<file path="src/rtl/key_debounce_pkg.sv">
// Shared types and default timing constants for the front-panel key conditioner.
// Default constants assume a 50 MHz system clock.
package key_debounce_pkg;

   typedef enum logic [1:0] {
      IDLE = 2'd0,
      HELD = 2'd1,
      LONG = 2'd2
   } hold_state_e;

   localparam int unsigned DB_CYCLES_DEF     = 32'd1_000_000;   // 20 ms
   localparam int unsigned LONG_CYCLES_DEF   = 32'd50_000_000;  // 1 s
   localparam int unsigned REPEAT_CYCLES_DEF = 32'd5_000_000;   // 100 ms

endpackage

</file>
<file path="src/rtl/key_debounce_chan.sv">
// One key channel: 2-FF synchroniser, debounce, press/release pulses and long-press FSM.
// Auto-repeat pulses exist only when KEY_REPEAT_EN is defined; otherwise key_repeat is tied low.
module key_debounce_chan
   import key_debounce_pkg::*;
#(
   parameter int unsigned ACTIVE_LOW    = 32'd1,
   parameter int unsigned DB_CYCLES     = DB_CYCLES_DEF,
   parameter int unsigned LONG_CYCLES   = LONG_CYCLES_DEF,
   parameter int unsigned REPEAT_CYCLES = REPEAT_CYCLES_DEF
) (
   input  logic clk,
   input  logic rst,
   input  logic key_raw,
   output logic key_state,
   output logic key_press,
   output logic key_release,
   output logic key_long,
   output logic key_repeat
);

   localparam int unsigned DB_W   = $clog2(DB_CYCLES + 32'd1);
   localparam int unsigned HOLD_W = $clog2(LONG_CYCLES);
   localparam logic [DB_W-1:0]   DB_LAST   = DB_W'(DB_CYCLES - 32'd1);
   localparam logic [DB_W-1:0]   DB_MAX    = {DB_W{1'b1}};
   localparam logic [HOLD_W-1:0] HOLD_LAST = HOLD_W'(LONG_CYCLES - 32'd1);
   localparam logic [HOLD_W-1:0] HOLD_MAX  = {HOLD_W{1'b1}};
`ifdef KEY_REPEAT_EN
   localparam int unsigned REP_W = $clog2(REPEAT_CYCLES);
   localparam logic [REP_W-1:0] REP_LAST = REP_W'(REPEAT_CYCLES - 32'd1);
   localparam logic [REP_W-1:0] REP_MAX  = {REP_W{1'b1}};
   logic [REP_W-1:0] rep_cnt_q, rep_cnt_d;
   logic             repeat_q, repeat_d;
`endif

   logic              key_lvl;
   logic [1:0]        sync_q, sync_d;
   logic              key_state_q, key_state_d;
   logic [DB_W-1:0]   db_cnt_q, db_cnt_d;
   logic              press_q, press_d;
   logic              release_q, release_d;
   logic              long_q, long_d;
   hold_state_e       hold_st_q, hold_st_d;
   logic [HOLD_W-1:0] hold_cnt_q, hold_cnt_d;

   // Pressed level is always 1 after normalisation.
   assign key_lvl = (ACTIVE_LOW != 32'd0) ? ~key_raw : key_raw;

   // Next-state: synchroniser shift, debounce counter, hold FSM and pulse generation.
   always_comb begin
      sync_d      = {sync_q[0], key_lvl};
      key_state_d = key_state_q;
      db_cnt_d    = db_cnt_q;
      press_d     = 1'b0;
      release_d   = 1'b0;
      long_d      = 1'b0;
      hold_st_d   = hold_st_q;
      hold_cnt_d  = hold_cnt_q;
`ifdef KEY_REPEAT_EN
      rep_cnt_d   = rep_cnt_q;
      repeat_d    = 1'b0;
`endif

      if (sync_q[1] == key_state_q) begin
         db_cnt_d = {DB_W{1'b0}};
      end else if (db_cnt_q == DB_LAST) begin
         key_state_d = sync_q[1];
         db_cnt_d    = {DB_W{1'b0}};
         press_d     = sync_q[1];
         release_d   = ~sync_q[1];
      end else if (db_cnt_q != DB_MAX) begin
         db_cnt_d = db_cnt_q + DB_W'(1'b1);
      end else begin
         db_cnt_d = db_cnt_q;
      end

      // A release in the same cycle wins over a pending long or repeat pulse.
      if (release_d) begin
         hold_st_d  = IDLE;
         hold_cnt_d = {HOLD_W{1'b0}};
`ifdef KEY_REPEAT_EN
         rep_cnt_d  = {REP_W{1'b0}};
`endif
      end else begin
         case (hold_st_q)
            IDLE: begin
               if (press_d) begin
                  hold_st_d  = HELD;
                  hold_cnt_d = {HOLD_W{1'b0}};
               end else begin
                  hold_st_d  = IDLE;
               end
            end
            HELD: begin
               if (hold_cnt_q == HOLD_LAST) begin
                  long_d    = 1'b1;
                  hold_st_d = LONG;
`ifdef KEY_REPEAT_EN
                  rep_cnt_d = {REP_W{1'b0}};
`endif
               end else if (hold_cnt_q != HOLD_MAX) begin
                  hold_cnt_d = hold_cnt_q + HOLD_W'(1'b1);
               end else begin
                  hold_cnt_d = hold_cnt_q;
               end
            end
            LONG: begin
`ifdef KEY_REPEAT_EN
               if (rep_cnt_q == REP_LAST) begin
                  repeat_d  = 1'b1;
                  rep_cnt_d = {REP_W{1'b0}};
               end else if (rep_cnt_q != REP_MAX) begin
                  rep_cnt_d = rep_cnt_q + REP_W'(1'b1);
               end else begin
                  rep_cnt_d = rep_cnt_q;
               end
`else
               hold_st_d = LONG;
`endif
            end
            default: begin
               hold_st_d  = IDLE;
               hold_cnt_d = {HOLD_W{1'b0}};
            end
         endcase
      end
   end

   // State and output registers, cleared asynchronously to the released level.
   always_ff @(posedge clk or posedge rst) begin
      if (rst) begin
         sync_q      <= 2'b00;
         key_state_q <= 1'b0;
         db_cnt_q    <= {DB_W{1'b0}};
         press_q     <= 1'b0;
         release_q   <= 1'b0;
         long_q      <= 1'b0;
         hold_st_q   <= IDLE;
         hold_cnt_q  <= {HOLD_W{1'b0}};
`ifdef KEY_REPEAT_EN
         rep_cnt_q   <= {REP_W{1'b0}};
         repeat_q    <= 1'b0;
`endif
      end else begin
         sync_q      <= sync_d;
         key_state_q <= key_state_d;
         db_cnt_q    <= db_cnt_d;
         press_q     <= press_d;
         release_q   <= release_d;
         long_q      <= long_d;
         hold_st_q   <= hold_st_d;
         hold_cnt_q  <= hold_cnt_d;
`ifdef KEY_REPEAT_EN
         rep_cnt_q   <= rep_cnt_d;
         repeat_q    <= repeat_d;
`endif
      end
   end

   assign key_state   = key_state_q;
   assign key_press   = press_q;
   assign key_release = release_q;
   assign key_long    = long_q;
`ifdef KEY_REPEAT_EN
   assign key_repeat  = repeat_q;
`else
   assign key_repeat  = 1'b0;
`endif

endmodule

</file>
<file path="src/rtl/key_debounce_multi.sv">
// N-channel key conditioner: one independent key_debounce_chan per key pin.
// Optional auto-repeat is enabled by defining KEY_REPEAT_EN.
module key_debounce_multi
   import key_debounce_pkg::*;
#(
   parameter int unsigned N_KEYS        = 32'd4,
   parameter int unsigned ACTIVE_LOW    = 32'd1,
   parameter int unsigned DB_CYCLES     = DB_CYCLES_DEF,
   parameter int unsigned LONG_CYCLES   = LONG_CYCLES_DEF,
   parameter int unsigned REPEAT_CYCLES = REPEAT_CYCLES_DEF
) (
   input  logic              clk,
   input  logic              rst,
   input  logic [N_KEYS-1:0] key_in,
   output logic [N_KEYS-1:0] key_state,
   output logic [N_KEYS-1:0] key_press,
   output logic [N_KEYS-1:0] key_release,
   output logic [N_KEYS-1:0] key_long,
   output logic [N_KEYS-1:0] key_repeat
);

   for (genvar i = 0; i < N_KEYS; i++) begin : g_chan
      key_debounce_chan #(
         .ACTIVE_LOW    (ACTIVE_LOW),
         .DB_CYCLES     (DB_CYCLES),
         .LONG_CYCLES   (LONG_CYCLES),
         .REPEAT_CYCLES (REPEAT_CYCLES)
      ) u_chan (
         .clk         (clk),
         .rst         (rst),
         .key_raw     (key_in[i]),
         .key_state   (key_state[i]),
         .key_press   (key_press[i]),
         .key_release (key_release[i]),
         .key_long    (key_long[i]),
         .key_repeat  (key_repeat[i])
      );
   end

endmodule

</file>
<file path="config.mk">
export PLATFORM = sky130hd
export DESIGN_NAME = key_debounce_multi
export DESIGN_NICKNAME = d
export VERILOG_FILES = /design/src/rtl/key_debounce_pkg.sv /design/src/rtl/key_debounce_chan.sv /design/src/rtl/key_debounce_multi.sv
export SDC_FILE = /design/constraint.sdc
export NUM_CORES = 1
export LEC_CHECK = 0
export CAP_MARGIN = 20
export CORE_ASPECT_RATIO = 0.8
export CORE_UTILIZATION = 40
export CTS_BUF_LIST = sky130_fd_sc_hd__clkbuf_4
export DETAILED_ROUTE_END_ITERATION = 10
export GPL_TIMING_DRIVEN = 1
export PLACE_DENSITY = 0.63
export REMOVE_ABC_BUFFERS = 1
export SYNTH_ARGS = -nofsm -noshare
export SYNTH_HDL_FRONTEND = slang
export SYNTH_SLANG_ARGS = --single-unit
</file>
<file path="constraint.sdc">
create_clock -name clk -period 8.75 [get_ports clk]
set_clock_uncertainty 0.15 [all_clocks]
set_input_delay 1.75 -clock clk [delete_from_list [all_inputs] [get_ports clk]]
set_output_delay 1.75 -clock clk [all_outputs]
set_load 0.005 [all_outputs]
</file>
# ---- Word-level counts from Yosys, hierarchy flattened
# Index checks and enable logic that the tools add are counted.
dict set report word_totals {
  input_bits 6
  ff_bits 216
}
dict set report op_classes {
  add_sub_neg 8
  n_reduce_logical 16
  eq_ne 48
  muxes 76
  bitwise_logic 12
}
# cell count
set op_table {}
lappend op_table {{26-bit 2-to-1 mux} 16}
lappend op_table {{26-bit one-hot mux with 3 select lines} 4}
lappend op_table {{20-bit 2-to-1 mux} 12}
lappend op_table {{26-bit by 1-bit adder with 26-bit output (second input constant)} 4}
lappend op_table {{26-bit == test (second input constant)} 4}
lappend op_table {{26-bit inequality test (second input constant)} 4}
lappend op_table {{20-bit by 1-bit adder with 20-bit output (second input constant)} 4}
lappend op_table {{20-bit == test (second input constant)} 4}
lappend op_table {{20-bit inequality test (second input constant)} 4}
lappend op_table {{3-bit by 1-bit inequality test with 1-bit output (second input constant)} 12}
lappend op_table {{1-bit 2-to-1 mux} 32}
lappend op_table {{2-bit one-hot mux with 3 select lines} 4}
lappend op_table {{2-bit 2-to-1 mux} 8}
lappend op_table {{4-bit AND reduction} 4}
lappend op_table {{3-bit by 2-bit inequality test with 1-bit output (second input constant)} 4}
lappend op_table {{1-bit NOT} 12}
lappend op_table {{3-bit nonzero test} 4}
lappend op_table {{2-bit by 1-bit == test with 1-bit output (second input constant)} 4}
lappend op_table {{2-bit == test (second input constant)} 4}
lappend op_table {{2-bit logical NOT} 4}
lappend op_table {{2-bit by 1-bit inequality test with 1-bit output (second input constant)} 4}
lappend op_table {{2-bit AND reduction} 4}
lappend op_table {{1-bit == test} 4}

# ---- Logic depth before layout (Yosys ltp)
# Gate-level depths: netlist of the first run.
dict set report depth {
  depth_word 6
  ltp_mapped 10
  depth_no_buf 8
}

# ---- Cells and area by module
# From an unflattened synthesis of the first run, not the netlist that was laid out.
dict set report unflattened {
  cells_unflattened 1413
  area_unflattened_um2 12638.4
}
# module area_per_inst_um2 instances seq_area_each_um2 cells_each
set by_module_without_submodules {}
lappend by_module_without_submodules {{key_debounce_chan (g_chan[0].u_chan ...)} 3029.2 3 1351.3 338}
lappend by_module_without_submodules {{key_debounce_chan (g_chan[3].u_chan)} 3550.9 1 1351.3 399}

# ---- Worst setup path after synthesis of the first run
# OpenSTA, ideal clock, no wires.
dict set report synth_timing {
  path_kind {register to register}
  startpoint {register g_chan[2].u_chan.db_cnt_q[0]}
  endpoint {register g_chan[2].u_chan.hold_cnt_q[18]}
  stages_incl_launch_ff 8
  arrival_ns 2.197
  path_buffers 0
  t_required_ns 8.496
  path_slack_ns 6.300
  path_cell_list {dfrtp_1 > ha_1 > nand2_1 > nor4_4 > nand3_2 > a211oi_4 > nand2_2 > o41ai_2}
}
dict set report synth_via {
  elab_chain_cells 5
  word_cells_on_any_way 11
  cone_classes {5 x eq/ne; 5 x mux; 1 x reduce/logical}
}
# element line
set synth_rtl {}
lappend synth_rtl {{from (decl)} key_debounce_chan.sv:38} ;# logic [DB_W-1:0] db_cnt_q, db_cnt_d;
lappend synth_rtl {{from (signal assigned)} key_debounce_chan.sv:133} ;# db_cnt_q <= {DB_W{1'b0}};
lappend synth_rtl {{from (signal assigned)} key_debounce_chan.sv:146} ;# db_cnt_q <= db_cnt_d;
lappend synth_rtl {{20-bit == test (*)} key_debounce_chan.sv:65} ;# end else if (db_cnt_q == DB_LAST) begin
lappend synth_rtl {{1-bit 2-to-1 mux} key_debounce_chan.sv:65}
lappend synth_rtl {{1-bit 2-to-1 mux} key_debounce_chan.sv:63} ;# if (sync_q[1] == key_state_q) begin
lappend synth_rtl {{3-bit by 2-bit inequality test with 1-bit output (no line), or another cell as far along} --}
lappend synth_rtl {{4-bit AND reduction (no line)} --}
lappend synth_rtl {{to (signal assigned)} key_debounce_chan.sv:138} ;# hold_cnt_q <= {HOLD_W{1'b0}};
lappend synth_rtl {{to (signal assigned)} key_debounce_chan.sv:151} ;# hold_cnt_q <= hold_cnt_d;
lappend synth_rtl {{to (decl)} key_debounce_chan.sv:43} ;# logic [HOLD_W-1:0] hold_cnt_q, hold_cnt_d;
# Mark *: on every way between the ends. The rest lies on a longest branch, timed or not.
# A chain may end at the register's enable or synchronous reset.

# ---- Final worst setup path of the first run
dict set report layout_timing {
  startpoint {register g_chan[3].u_chan.release_q}
  endpoint {output key_release[3]}
}
# element line
set layout_lines {}
lappend layout_lines {{from (decl)} key_debounce_chan.sv:40} ;# logic release_q, release_d;
lappend layout_lines {{from (signal assigned)} key_debounce_chan.sv:148} ;# release_q <= release_d;
lappend layout_lines {{to (decl)} key_debounce_multi.sv:17} ;# output logic [N_KEYS-1:0] key_release,
# No word-level cell between the ends.

==> results of run 1 <==
## power groups by stage
stage	logic (W)	registers [W]	clock network (W)
floorplan	0.0000303	0.00103	0
global placement	0.0000447	0.00103	0
detailed placement	0.0000452	0.00103	0
CTS	0.0000451	0.00101	0.000929
global route	0.0000524	0.00101	0.000982
finish	0.0000442	0.00101	0.000888
## area by class of cell
| type | instances | area, um^2 |
|---|---|---|
| well taps | 413 | 516.7 |
| multi-input cells | 1099 | 6623 |
| repair buffers | 31 | 302.8 |
| diodes | 2 | 5.005 |
| clock buffers | 90 | 675.6 |
| clock inverters | 10 | 37.54 |
| flip-flops and latches | 216 | 5405 |
| inverters | 34 | 135.1 |
| fillers | 2947 | 16900 |
## through the flow
step	area, um^2	utilization [%]
after CTS	13660	44.65
after global routing	13700	44.78
after detailed placement	12950	42.32
after floorplan	12160	-
after global placement	12940	42.30
final	13700	44.78
## metal layers
metal,vias to the layer above,part of all wire (%)
met5,-,0
met4,0,2.1
met3,60,4.8
met2,234,43
met1,5160,50
li1,5304,-
## state kept, by name, indices dropped and copies added (netlist names)
name,flops
g_chan.u_chan.key_press,4
g_chan.u_chan.hold_cnt_q,104
g_chan.u_chan.hold_st_q,8
g_chan.u_chan.key_long,4
g_chan.u_chan.sync_q,8
g_chan.u_chan.key_release,4
g_chan.u_chan.db_cnt_q,80
g_chan.u_chan.key_state,4
## synthesized netlist by cell type, drive strengths merged, types with 19 or more instances
cell type	count	area share, %
a31oi	21	1.2
clkbuf	48	1.4
or4	39	2.3
dfrtp	216	43
nor4	26	1.5
nand3	113	4.5
inv	33	0.99
and4	27	1.9
and3	30	1.5
nand2	142	4.3
or3	20	1.0
nor3	47	2.1
ha	20	2.0
and2	23	1.1
xor2	45	3.1
o21ai	69	2.8
nor2	133	4.0
o31ai	19	1.2
buf	30	1.7
nand4	83	4.2
xnor2	23	1.6
a21oi	84	3.4
## path summary, 6_finish.rpt
path | cells past startpoint | start | to | slack [ps]
setup / recovery | 1 | g_chan[3].u_chan.key_release | key_release[3] | 5220
hold / removal | 0 | g_chan[2].u_chan.sync_q[0] | g_chan[2].u_chan.sync_q[1] | 180
setup reg to reg | 7 | g_chan[3].u_chan.hold_st_q[1] | g_chan[3].u_chan.hold_cnt_q[22] | 5470
hold reg to reg | 0 | g_chan[2].u_chan.sync_q[0] | g_chan[2].u_chan.sync_q[1] | 180
max in group asynchronous | 4 | rst | g_chan[2].u_chan.db_cnt_q[15] | 5430
min in group asynchronous | 2 | rst | g_chan[2].u_chan.hold_cnt_q[3] | 1280
## cells by family after synthesis
family	Yosys count
other cells	1
compound gates	258
mux	16
flops	216
fa+ha+maj	20
buf+inv	112
simple gates	733
xor+xnor	68
==> impl_metrics.json, run 1 <==
{
  "synth_ff_type": "dfrtp_1",
  "met2_usage_pct": 26.80,
  "via_count": 10758,
  "power_switching_w": 0.0004663,
  "dr.pass1.iters": 7,
  "synth_simple_gate_area_share_pct": 31.62,
  "ctsResizeCount": 0,
  "critPathKind": "reg -> out",
  "cpPeakStageDelay_ps": 540,
  "arrival_ps": 1630,
  "period_share_pct": 40.40,
  "place_congestion": 0.8400,
  "die_h_um": 160.4,
  "cts.clk_slew.worst_paths_ps": 70,
  "pwr-share-comb_pct": 2.3,
  "report.final.slew_viol_count": 0,
  "tightest_slew_ps": 953.2,
  "die_w_um": 200.0,
  "worst_setup_path_end_kind": "primary output",
  "clock_path_buffers": 3,
  "synthMuxAreaShare_pct": 1.327,
  "powerDensity_mw_per_mm2": 141.8,
  "postCtsHoldBufs": 0,
  "fin_tns_setup_ps": 0,
  "avgRoutedWirePerCell_um": 15.06,
  "crit_buf_inv": 1,
  "rows": 57,
  "initial_core_util_pct": 40.99,
  "peakVddDrop_mv": 0.09975,
  "synth_async_sr_flop_share_pct": 100.0,
  "rsz0062_at_grt": "false",
  "cp-start-kind": "flop",
  "clock_sinks": 216,
  "cts_root_buffer": "clkbuf_4",
  "maxCapViolCount": 0,
  "crit_family": "buffers and inverters",
  "finalSetupViolations": 0,
  "final_common_cell": "dfrtp_1",
  "final.min_clock_period_ps": 3535,
  "power_w": 0.001943,
  "cts_tree": "built",
  "path_max_fanout": 1,
  "p_leak_nw": 5.427,
  "gr-usage-met3_pct": 3.633,
  "synthXorXnorAreaFrac_pct": 4.749,
  "dieArea_mm2": 0.03207,
  "p_sw_share_pct": 23.99,
  "synth_compound_area_share_pct": 12.99,
  "pre_cts_slack_ps": 4527,
  "grt_antenna_before_repair": 1,
  "io_pins": 26,
  "pwr-share-clk_pct": 45.7,
  "intPower_w": 0.001477,
  "port_buffers": 21,
  "grt_max_degree": 148,
  "nets": 1466,
  "grt_pass1_vias": 9971,
  "core_mm2": 0.03060,
  "track_usage_pct": 18.23,
  "cp_slowest_cell": "clkdlybuf4s50_1",
  "sequentialPowerShare_pct": 52.0,
  "dp_cells": 1791,
  "detail-route-antenna-nets": 0,
  "htreeDepth": 2,
  "grt_use_met1_pct": 26.70,
  "numCtsBuffers": 58,
  "fmax_ghz": 0.2829,
  "crit_chain": "clkdlybuf4s50_1",
  "wl_mm": 28.54,
  "synth_seq_cells": 216,
  "yosys_warnings": 0,
  "post_cts_buffers": 0,
  "hp-class": "reg -> reg",
  "status": "finished, final reports clean",
  "synthToLayoutAreaGrowth_pct": 9.238,
  "grt.overflow.total": 0,
  "synth_top_family_by_area": "simple AND/OR/NAND/NOR gates",
  "syn_area_mm2": 0.01254,
  "avgSynthCellArea_um2": 8.808,
  "ys_seq_area_share_pct": 43.10,
  "synthAdderAreaFrac_pct": 1.995,
  "clk_latency_ps": 710,
  "dp_hpwl_mm": 18.25,
  "layout_common_cells": "dfrtp_1 (216), nand2_1 (141), nor2_1 (133)",
  "critical_path_required_ps": 6850,
  "grt.busiest_layer": "met2",
  "grt_pass1_wl_mm": 48.91,
  "setup_ws_ps": 5215,
  "slew_headroom_pct": 36.30,
  "drc": 0,
  "final_hold_viol_count": 0,
  "ys_types": 80,
  "synth_edf_count": 0,
  "drt_iter0_markers": 756,
  "vias_per_cell": 5.677,
  "drive_above_1_share_pct": 8.919,
  "postSynthCellCount": 1424,
  "hold_slack_ps": 175.7,
  "stdcell_count": 1895
}
Power figures use the tool's default switching activity.
==> run 2: changes to the inputs <==
Clock period 8.75 ns to 3.45 ns, I/O delays scaled along.
==> run 2 against run 1 <==
  * Critical path depth increased by 5
  * Largest power group unchanged
  * Via count increased by 1.5%
  * Final cell count increased by 0.74%
  * Critical path type is now reg -> reg
  * Register-to-register slack got worse by 5000 ps
  * Wire length increased by 3.2%
  * Utilization increased by 0.33 points
  * Setup slack got worse by 4700 ps
  * Sequential share of layout area decreased by 0.29 points
  * Clock-buffer cell count decreased by 13
  * Worst hold slack improved by 5.9 ps
  * Total power increased to 2.5 times the previous value
==> impl_metrics.json, run 2 (synthesized netlist as in run 1, its figures left out) <==
{
  "status": "finished, final reports clean",
  "critPathKind": "reg -> reg",
  "period_share_pct": 85.87,
  "numCtsBuffers": 56,
  "fillers": 3013,
  "cp-start-kind": "flop",
  "ctsResizeCount": 0,
  "peakVddDrop_mv": 0.2162,
  "dp_hpwl_mm": 19.53,
  "die_h_um": 160.4,
  "grt_pass1_vias": 10582,
  "stdcell_count": 1909,
  "cts_tree": "built",
  "crit_chain": "or4_1, nor4_1, a41oi_1, and2_1, o21ai_0, o31ai_1",
  "via_count": 10916,
  "cp_slowest_cell": "or4_1",
  "port_buffers": 21,
  "cts.clk_slew.worst_paths_ps": 70,
  "fin_area_mm2": 0.01380,
  "top_regs": "g_chan.u_chan.hold_cnt_q (104), g_chan.u_chan.db_cnt_q (80)",
  "grt_max_degree": 66,
  "clock_sinks": 216,
  "drive_above_1_share_pct": 9.298,
  "report.final.slew_viol_count": 0,
  "postCtsHoldBufs": 0,
  "htreeDepth": 2,
  "arrival_ps": 3340,
  "detail-route-antenna-nets": 0,
  "drc": 0,
  "slew_headroom_pct": 30.72,
  "dr.pass1.iters": 5,
  "vias_per_cell": 5.718,
  "critical_path_required_ps": 3830,
  "place_area_mm2": 0.01310,
  "finalSetupViolations": 0,
  "initial_core_util_pct": 40.99,
  "grt_pass1_wl_mm": 51.32,
  "final_hold_viol_count": 0,
  "top_register": "g_chan.u_chan.hold_cnt_q",
  "worst_setup_path_end_kind": "flop",
  "p_leak_nw": 5.484,
  "fmax_ghz": 0.3375,
  "drt_iter0_markers": 806,
  "powerDensity_mw_per_mm2": 353.6,
  "cts_root_buffer": "clkbuf_4",
  "grt.overflow.total": 0,
  "synthToLayoutAreaGrowth_pct": 10.04,
  "cpPeakStageDelay_ps": 540,
  "die_w_um": 200.0,
  "layout_common_cells": "dfrtp_1 (216), nand2_1 (141), nor2_1 (133)",
  "maxCapViolCount": 0,
  "place_congestion": 0.8969,
  "dieArea_mm2": 0.03207,
  "rsz0062_at_grt": "false",
  "clock_path_buffers": 3,
  "final_common_cell": "dfrtp_1",
  "core_mm2": 0.03060,
  "tightest_slew_ps": 1032,
  "dp_cells": 1808,
  "wl_mm": 29.46,
  "clk_latency_ps": 710,
  "post_cts_buffers": 0,
  "hp-class": "reg -> reg",
  "grt_antenna_before_repair": 1,
  "final.min_clock_period_ps": 2963,
  "track_usage_pct": 19.14,
  "nets": 1479,
  "largest_register_ffs": 104,
  "io_pins": 26,
  "path_max_fanout": 14,
  "fin_tns_setup_ps": 0,
  "rows": 57,
  "avgRoutedWirePerCell_um": 15.43
}
-- run 2: changes by cell type in the layout (fill, tap and decap cells not counted), moves of 2 or more --
cell / delta
buf_12: +2
buf_4: +15
clkinv_2: +4
clkbuf_4: -13
clkinv_1: +8
-- run 2: through the flow --
stage	setup WS, ps	power [W]	hold slack, ps	util (%)
after global routing	298.7	0.005148	196.4	45.11
after global placement	628.0	0.002732	182.3	42.83
final	487.4	0.004880	181.6	45.11
after floorplan	-3298	0.002685	181.2	-
after detailed placement	517.6	0.002734	187.8	42.83
after CTS	501.8	0.004987	191.7	45.10
-- run 2: worst paths after layout --
path                                              start                             end  slack (ps)  cells past startpoint
min in group asynchronous                           rst   g_chan[2].u_chan.db_cnt_q[15]         260                      2
max                        g_chan[2].u_chan.db_cnt_q[6]  g_chan[2].u_chan.hold_cnt_q[5]         490                      6
max in group asynchronous                           rst   g_chan[3].u_chan.db_cnt_q[15]        2080                      3
min                          g_chan[1].u_chan.sync_q[0]      g_chan[1].u_chan.sync_q[1]         180                      0
max reg2reg                g_chan[2].u_chan.db_cnt_q[6]  g_chan[2].u_chan.hold_cnt_q[5]         490                      6
min reg2reg                  g_chan[1].u_chan.sync_q[0]      g_chan[1].u_chan.sync_q[1]         180                      0
-- run 2: layer usage --
layer / vias to the layer above / global-route usage, % / share of wire, %
met4: 0 / 5.795 / 1.6
met3: 45 / 3.612 / 5.4
met5: - / 0 / 0
li1: 5344 / - / -
met1: 5256 / 28.56 / 50
met2: 271 / 27.86 / 43
-- run 2: report_power, final --
group	total, W	switching [W]	internal [W]	leakage [nW]
combinational	0.000116	0.0000855	0.0000309	2.08
clock	0.00220	0.00109	0.00111	0.415
sequential	0.00256	0.0000159	0.00255	2.99
-- run 2: critical path: cells and delay by family, from the launching register on --
family          cells  cell delay (ps)
compound gates      3              730
flops               1              430
simple gates        3             1470
-- run 2: final cells by class --
type                            count  area, um^2  area share, %
Multi-Input combinational cell   1099        6623          47.99
Sequential cell                   216        5405          39.17
Clock buffer                       77       578.1          4.189
Tap cell                          413       516.7          3.744
Timing Repair Buffer               46       422.9          3.064
Inverter                           34       135.1         0.9792
Clock inverter                     23       117.6         0.8522
Antenna cell                        1       2.502        0.01813
